===== config.mk =====
export PLATFORM = sky130hd
export DESIGN_NAME = codificador_secuencial
export DESIGN_NICKNAME = d
export VERILOG_FILES = /design/src/rtl/codificador_secuencial.sv
export SDC_FILE = /design/constraint.sdc
export NUM_CORES = 1
export LEC_CHECK = 0
export BUFFER_PORTS_ARGS = -buffer_cell sky130_fd_sc_hd__buf_2
export CORE_UTILIZATION = 45
export CTS_BUF_LIST = sky130_fd_sc_hd__clkbuf_2
export DETAILED_ROUTE_END_ITERATION = 8
export PLACE_DENSITY = 0.76
export RECOVER_POWER = 100
export SLEW_MARGIN = 25
export SYNTH_ARGS = -nofsm -noshare
export SYNTH_HDL_FRONTEND = slang
export SYNTH_SLANG_ARGS = --single-unit

===== constraint.sdc =====
create_clock -name clk -period 1.8 [get_ports clk]
set_clock_uncertainty 0.15 [all_clocks]
set_input_delay 0.36 -clock clk [delete_from_list [all_inputs] [get_ports clk]]
set_output_delay 0.36 -clock clk [all_outputs]
set_load 0.05 [all_outputs]

===== src/rtl/codificador_secuencial.sv =====
// Sequential 8-to-3 priority encoder. Captures a request vector and emits the
// index of each set bit, highest first, one code per valid/ready handshake,
// then pulses done for one cycle.
module codificador_secuencial (
  input  logic       clk,
  input  logic       rst,
  input  logic [7:0] D,
  input  logic       load,
  input  logic       en,
  input  logic       ready,
  output logic [2:0] Q,
  output logic       valid,
  output logic       busy,
  output logic       done,
  output logic [3:0] count
);

  typedef enum logic [0:0] {StIdle, StServe} state_e;

  state_e     state_q, state_d;
  logic [7:0] pending_q, pending_d;
  logic [3:0] count_q, count_d;
  logic       done_q, done_d;

  logic [2:0] top_idx;
  logic       serving;
  logic       handshake;
  logic [7:0] pending_cleared;

  // Index of the highest set bit of pending; later iterations win.
  always_comb begin
    top_idx = 3'd0;
    for (int i = 0; i < 8; i++) begin
      if (pending_q[i]) begin
        top_idx = i[2:0];
      end
    end
  end

  assign serving         = (state_q == StServe);
  assign handshake       = serving && en && ready;
  assign pending_cleared = pending_q & ~(8'd1 << top_idx);

  // Next-state logic for the FSM, pending vector, code counter and done pulse.
  always_comb begin
    state_d   = state_q;
    pending_d = pending_q;
    count_d   = count_q;
    done_d    = 1'b0;
    unique case (state_q)
      StIdle: begin
        if (load && en) begin
          pending_d = D;
          count_d   = 4'd0;
          if (D != 8'h00) begin
            state_d = StServe;
          end else begin
            // Empty vector: nothing to serve, report completion right away.
            done_d = 1'b1;
          end
        end
      end
      StServe: begin
        if (handshake) begin
          pending_d = pending_cleared;
          count_d   = count_q + 4'd1;
          if (pending_cleared == 8'h00) begin
            state_d = StIdle;
            done_d  = 1'b1;
          end
        end
      end
      default: begin
        state_d = StIdle;
      end
    endcase
  end

  // State registers with synchronous active-high reset.
  always_ff @(posedge clk) begin
    if (rst) begin
      state_q   <= StIdle;
      pending_q <= 8'h00;
      count_q   <= 4'd0;
      done_q    <= 1'b0;
    end else begin
      state_q   <= state_d;
      pending_q <= pending_d;
      count_q   <= count_d;
      done_q    <= done_d;
    end
  end

  // Outputs come from registered state; only valid is qualified by en.
  assign Q     = serving ? top_idx : 3'd0;
  assign valid = serving && en;
  assign busy  = serving;
  assign done  = done_q;
  assign count = count_q;

endmodule

# Yosys cells after proc, flatten, opt, wreduce, memory -nomap -nowiden
# Cells that the tools add are included.
# W data, S select, Z words.
# word_totals
register_bits	14
in_bits	13
elab_cells	41
# classes
n_addsub	1
eq_ne	2
shifts	1
n_mux	24
bitwise_logic	3
reduce_logical	6
# ops
operator	count
$mux W3	6
$mux W8	2
$pmux W8 S2	1
$mux W1	9
$and A8 B8 Y8	1
$logic_not A8 Y1	1
$mux W4	2
$not A8 Y8	1
$pmux W4 S2	1
$reduce_bool A8 Y1	1
$shl A1 B3 Y8 const A	1
$add A4 B1 Y4 const B	1
$pmux W1 S2	2
$logic_and A1 B1 Y1	3
$mux W2	1
$ne A2 B1 Y1 const B	1
$ne A2 B2 Y1 const B	1
$reduce_and A2 Y1	1
$not A1 Y1	1

# Depth between registers and ports, before layout
# depth
depth_word	14
depth_mapped	6
mapped_depth_nobuf	5

# Worst setup path before layout
# Ideal clock, no wire load.
# synth_path
kind	register -> output
startpoint	reg state_q (netlist: busy)
endpoint	out Q[1]
arrival_ps	2333
path_slack_ps	-1043
path_stages_with_launch	4
cell_sequence	dfxtp_1 clkbuf_1 clkbuf_1 a21boi_0
# synth_between
elab_chain_len	1
# synth_rtl
element	line	text
start: declaration	20	state_e state_q, state_d;
start signal: assignment	82	state_q <= StIdle;
start signal: assignment	87	state_q <= state_d;
$mux W3	95	assign Q = serving ? top_idx : 3'd0;
end: declaration	11	output logic [2:0] Q,
# No other way between the ends.

# Final worst setup path
# layout_path
startpoint	reg pending_q[7]
endpoint	out Q[2]
# layout_between
elab_chain_len	2
# layout_rtl
element	line	text
start: declaration	21	logic [7:0] pending_q, pending_d;
start signal: assignment	88	pending_q <= pending_d;
$mux W3	34	if (pending_q[i]) begin
$mux W3	95	
# No other way between the ends.

==> implementation parameters <==
Parameter                              Value

Finish
  Final Instance Area ... 1130 um2
  Net total in the final layout ... 149
  Area of the multi-input gates ... 533 um2
  Share of final-layout standard cells stronger than drive strength 1 ... 47.8%
  Area growth from synthesis to layout ... 43.6%
  Fill count ... 122
  Count of inserted antenna diode cells ... 0
  Storage cell area ... 292 um2

Logic synthesis
  Seq/Total Area, Yosys ... 35.6%
  Post-synthesis cell type count ... 35
  Number of nets produced by synthesis ... 113
  Post-synthesis share of cell area spent on and, or, nand and nor gates ... 21.9%
  Post-synthesis cell type with the largest combined area ... sky130_fd_sc_hd__dfxtp_1
  Most frequently used cell type in the post-synthesis netlist ... sky130_fd_sc_hd__dfxtp_1
  Mean cell area of the mapped netlist ... 7.95 um2
  Predominant post-synthesis flop cell ... sky130_fd_sc_hd__dfxtp_1
  Yosys top cell area share ... 35.6%
  Combinational family with the most area after synthesis ... compound AO/OA/AOI/OAI gates
  Cell count after synthesis ... 99
  Post-Syn Area ... 787 um2
  Synthesized-area fraction occupied by xor and xnor cells ... 2.23%
  Complex-gate fraction of the synthesized area ... 32.0%
  Post-synth EDFFs ... 0
  Commonest cells post-synth ... sky130_fd_sc_hd__dfxtp_1 (14), sky130_fd_sc_hd__a21oi_1 (9), sky130_fd_sc_hd__o21ai_0 (9), sky130_fd_sc_hd__nand2_1 (8), sky130_fd_sc_hd__nor2_1 (7)
  Number of storage elements in the synthesis netlist ... 14
  Multiplexer area fraction after synthesis ... 2.70%
  Largest cells by area after synthesis ... sky130_fd_sc_hd__dfxtp_1 (36%), sky130_fd_sc_hd__a21oi_1 (5.7%), sky130_fd_sc_hd__o21ai_0 (5.7%)
  Area share of fa/ha/maj cells after synthesis ... 1.59%
  Ys async rst share ... 0%
  Yosys warns ... 0

Global route
  Vias in the first global route ... 781
  Global-route wire length before repair ... 3400 um
  Global Route Usage Sum ... 23.8%
  Largest net degree at the start of global routing ... 15
  Total grt overflow ... 0
  Number of antenna violations at the first check in global routing ... 0

Pwr
  Portion of total power attributed to sequential cells ... 48.3%
  Clock network fraction of design power ... 22.1%
  Internal Dissipation ... 0.467 mW
  Peak ir drop on the vdd network ... 0.000454 V
  Switching part of the total ... 33.0%
  Part of the total power dissipated in combinational logic ... 29.6%
  Power per Cell Area ... 616 nW/um2
  Leakage dissipation ... 0.470 nW
  Net switching power ... 0.229 mW

STA
  Max Clock Freq ... 501 MHz
  Final-report hold violation count ... 0
  Final critical-path required period ... 1990 ps
  Unrepaired setup endpoints after global routing ... true
  Worst slack on hold paths ... 143 ps
  Setup violators final ... 6
  Count of pins over their slew limit ... 0
  Final worst-path setup slack ... -195 ps
  Final TNS setup ... -691 ps
  Final clock period utilization by the worst path ... 111%
  Headroom to the max-slew limit ... 71.6%
  Slew at the pin closest to its max-slew limit ... 422 ps

Routing
  Via count ... 872
  Number of DRC markers after the initial detailed-route iteration ... 31
  Final WL ... 2120 um
  Detail Route Antenna Nets ... 0
  Via density per instance ... 5.81
  Remaining design rule violation count ... 1
  DRT Pass-1 Iters ... 6
  WL per Instance ... 14.2 um

Worst setup path
  Kind of start point of the critical path ... flip-flop
  Endpoint class of the critical path ... output pin
  Endpoint arrival time on the critical path ... 1480 ps
  Path type of the worst setup path ... reg -> out
  Slowest Stage Delay on Critical Path ... 530 ps
  Sum of buffers and inverters on the critical path ... 1
  Max stage delay cell, worst path ... sky130_fd_sc_hd__or4_4
  Required time worst endpoint ... 1290 ps
  Worst Path Max Fanout ... 2
  Cell family contributing the most delay on the critical path ... simple AND/OR/NAND/NOR gates
  Crit path cell chain ... or4_4, and2_4, buf_8

Clock network
  TritonCTS clock tree ... built
  Longest Clk Path Bufs ... 2
  Clock-pin slew on the worst setup and hold paths ... 150 ps
  Clock insertion delay at the later pin of the skew report ... 290 ps
  Clk sink count ... 14
  Clk Tree Root Cell ... sky130_fd_sc_hd__clkbuf_2
  CTS hold repair buffers ... 0
  CTS buffer count ... 3
  CTS H-Tree Depth ... 1

Hold path
  Path type of the worst min-delay path ... in -> reg

Die
  Placement Rows ... 14
  Die W ... 43.8 um
  Starting density of the core ... 49.9%
  Floorplan die area ... 1920 um2
  DIE HEIGHT ... 43.8 um
  Io pins ... 23
  Core area ... 1580 um2

Place
  Detailed placement HPWL ... 1460 um
  Buffers on Ports ... 22
  Post-detailed-placement cell area ... 970 um2
  Pre-CTS setup slack ... -26.0 ps
  Final GP Congestion ... 0.850

Job
  Max Cap Viol ... 0

Run status
  Failing checks ... DRC, setup timing
  Outcome ... complete, but fails checks
==> flip-flops by register name, indices dropped and copies added (netlist names) <==
register / count
pending_q: 8
done: 1
busy: 1
count: 4
==> metal layers <==
layer / GRT usage [%] / wire, um
met5: 0 / 0
met1: 29.8 / 892
met4: 11.3 / 40
met3: 2.50 / 99
met2: 40.6 / 1090
==> cell type report <==
type / instances / area share (%)
Multi-Input combinational cell: 77 / 47.2
Tap cell: 16 / 1.77
Inverter: 2 / 0.664
Timing Repair Buffer: 37 / 22.9
Clock buffer: 3 / 1.33
Sequential cell: 14 / 25.8
Clock inverter: 1 / 0.332
==> cell families (layout without fill, tap and decap cells) <==
family                     Yosys count  in the layout
and+or+nand+nor                     34             34
xor gates and xnor gates             2              2
adders and majority gates            1              1
AOI/OAI and AO/OA                   38             38
muxes                                2              2
DFF                                 14             14
buffers and inverters                8             43
==> worst min-delay path, cell delays in order <==
cell                      delay (ps)
sky130_fd_sc_hd__buf_2           110
sky130_fd_sc_hd__nand2_1          50
sky130_fd_sc_hd__a21oi_1          50
==> through the flow <==
stage / cells / utilization (%) / power (mW)
floorplan: 99 / - / 0.446
global placement: 139 / 61.5 / 0.493
detailed placement: 139 / 61.5 / 0.495
CTS: 146 / 68.2 / 0.668
global route: 150 / 71.7 / 0.730
finish: 150 / 71.7 / 0.696
==> placed cells by master, fill, tap and decap left out, drive strengths merged <==
master / count
buf: 36
dfxtp: 14
a21oi: 9
o21ai: 9
nand2: 8
nor2: 7
nand3: 6
a22oi: 4
clkbuf: 4
a21boi: 3
inv: 2
nor2b: 2
nor4: 2
o31a: 2
xor2: 2
nor3: 2
o21a: 2
and2: 2
a211oi: 2
o21bai: 1
or4: 1
or2: 1
o41ai: 1
a2111oi: 1
a21o: 1
o211ai: 1
and3b: 1
mux2i: 1
mux2: 1
nand4b: 1
o21ba: 1
a311oi: 1
and3: 1
ha: 1
clkinv: 1
==> power groups by stage <==
| stage | Clock, mW | Sequential (mW) | Combinational, mW |
|---|---|---|---|
| after floorplan | 0 | 0.348 | 0.0977 |
| after global placement | 0 | 0.341 | 0.152 |
| after detailed placement | 0 | 0.342 | 0.153 |
| after CTS | 0.153 | 0.337 | 0.178 |
| after global routing | 0.169 | 0.338 | 0.223 |
| final | 0.154 | 0.336 | 0.206 |
==> repair_timing <==
item                       CTS  global route
setup endpoints to repair    8             8
cloned                       0             0
gates resized for setup     24             8
pin swaps                    3             4
setup buffers                3             4
==> path summary, 6_finish.rpt <==
check	start	endpoint	slack, ps	cells after the start
worst max-delay path	pending_q[7]$_SDFFE_PP0P_	Q[2]	-190	3
worst min-delay path	D[1]	pending_q[1]$_SDFFE_PP0P_	140	3
worst max register to register	pending_q[7]$_SDFFE_PP0P_	pending_q[0]$_SDFFE_PP0P_	-130	6
worst min register to register	pending_q[0]$_SDFFE_PP0P_	pending_q[0]$_SDFFE_PP0P_	390	2
(Power assumes the default switching activity.)
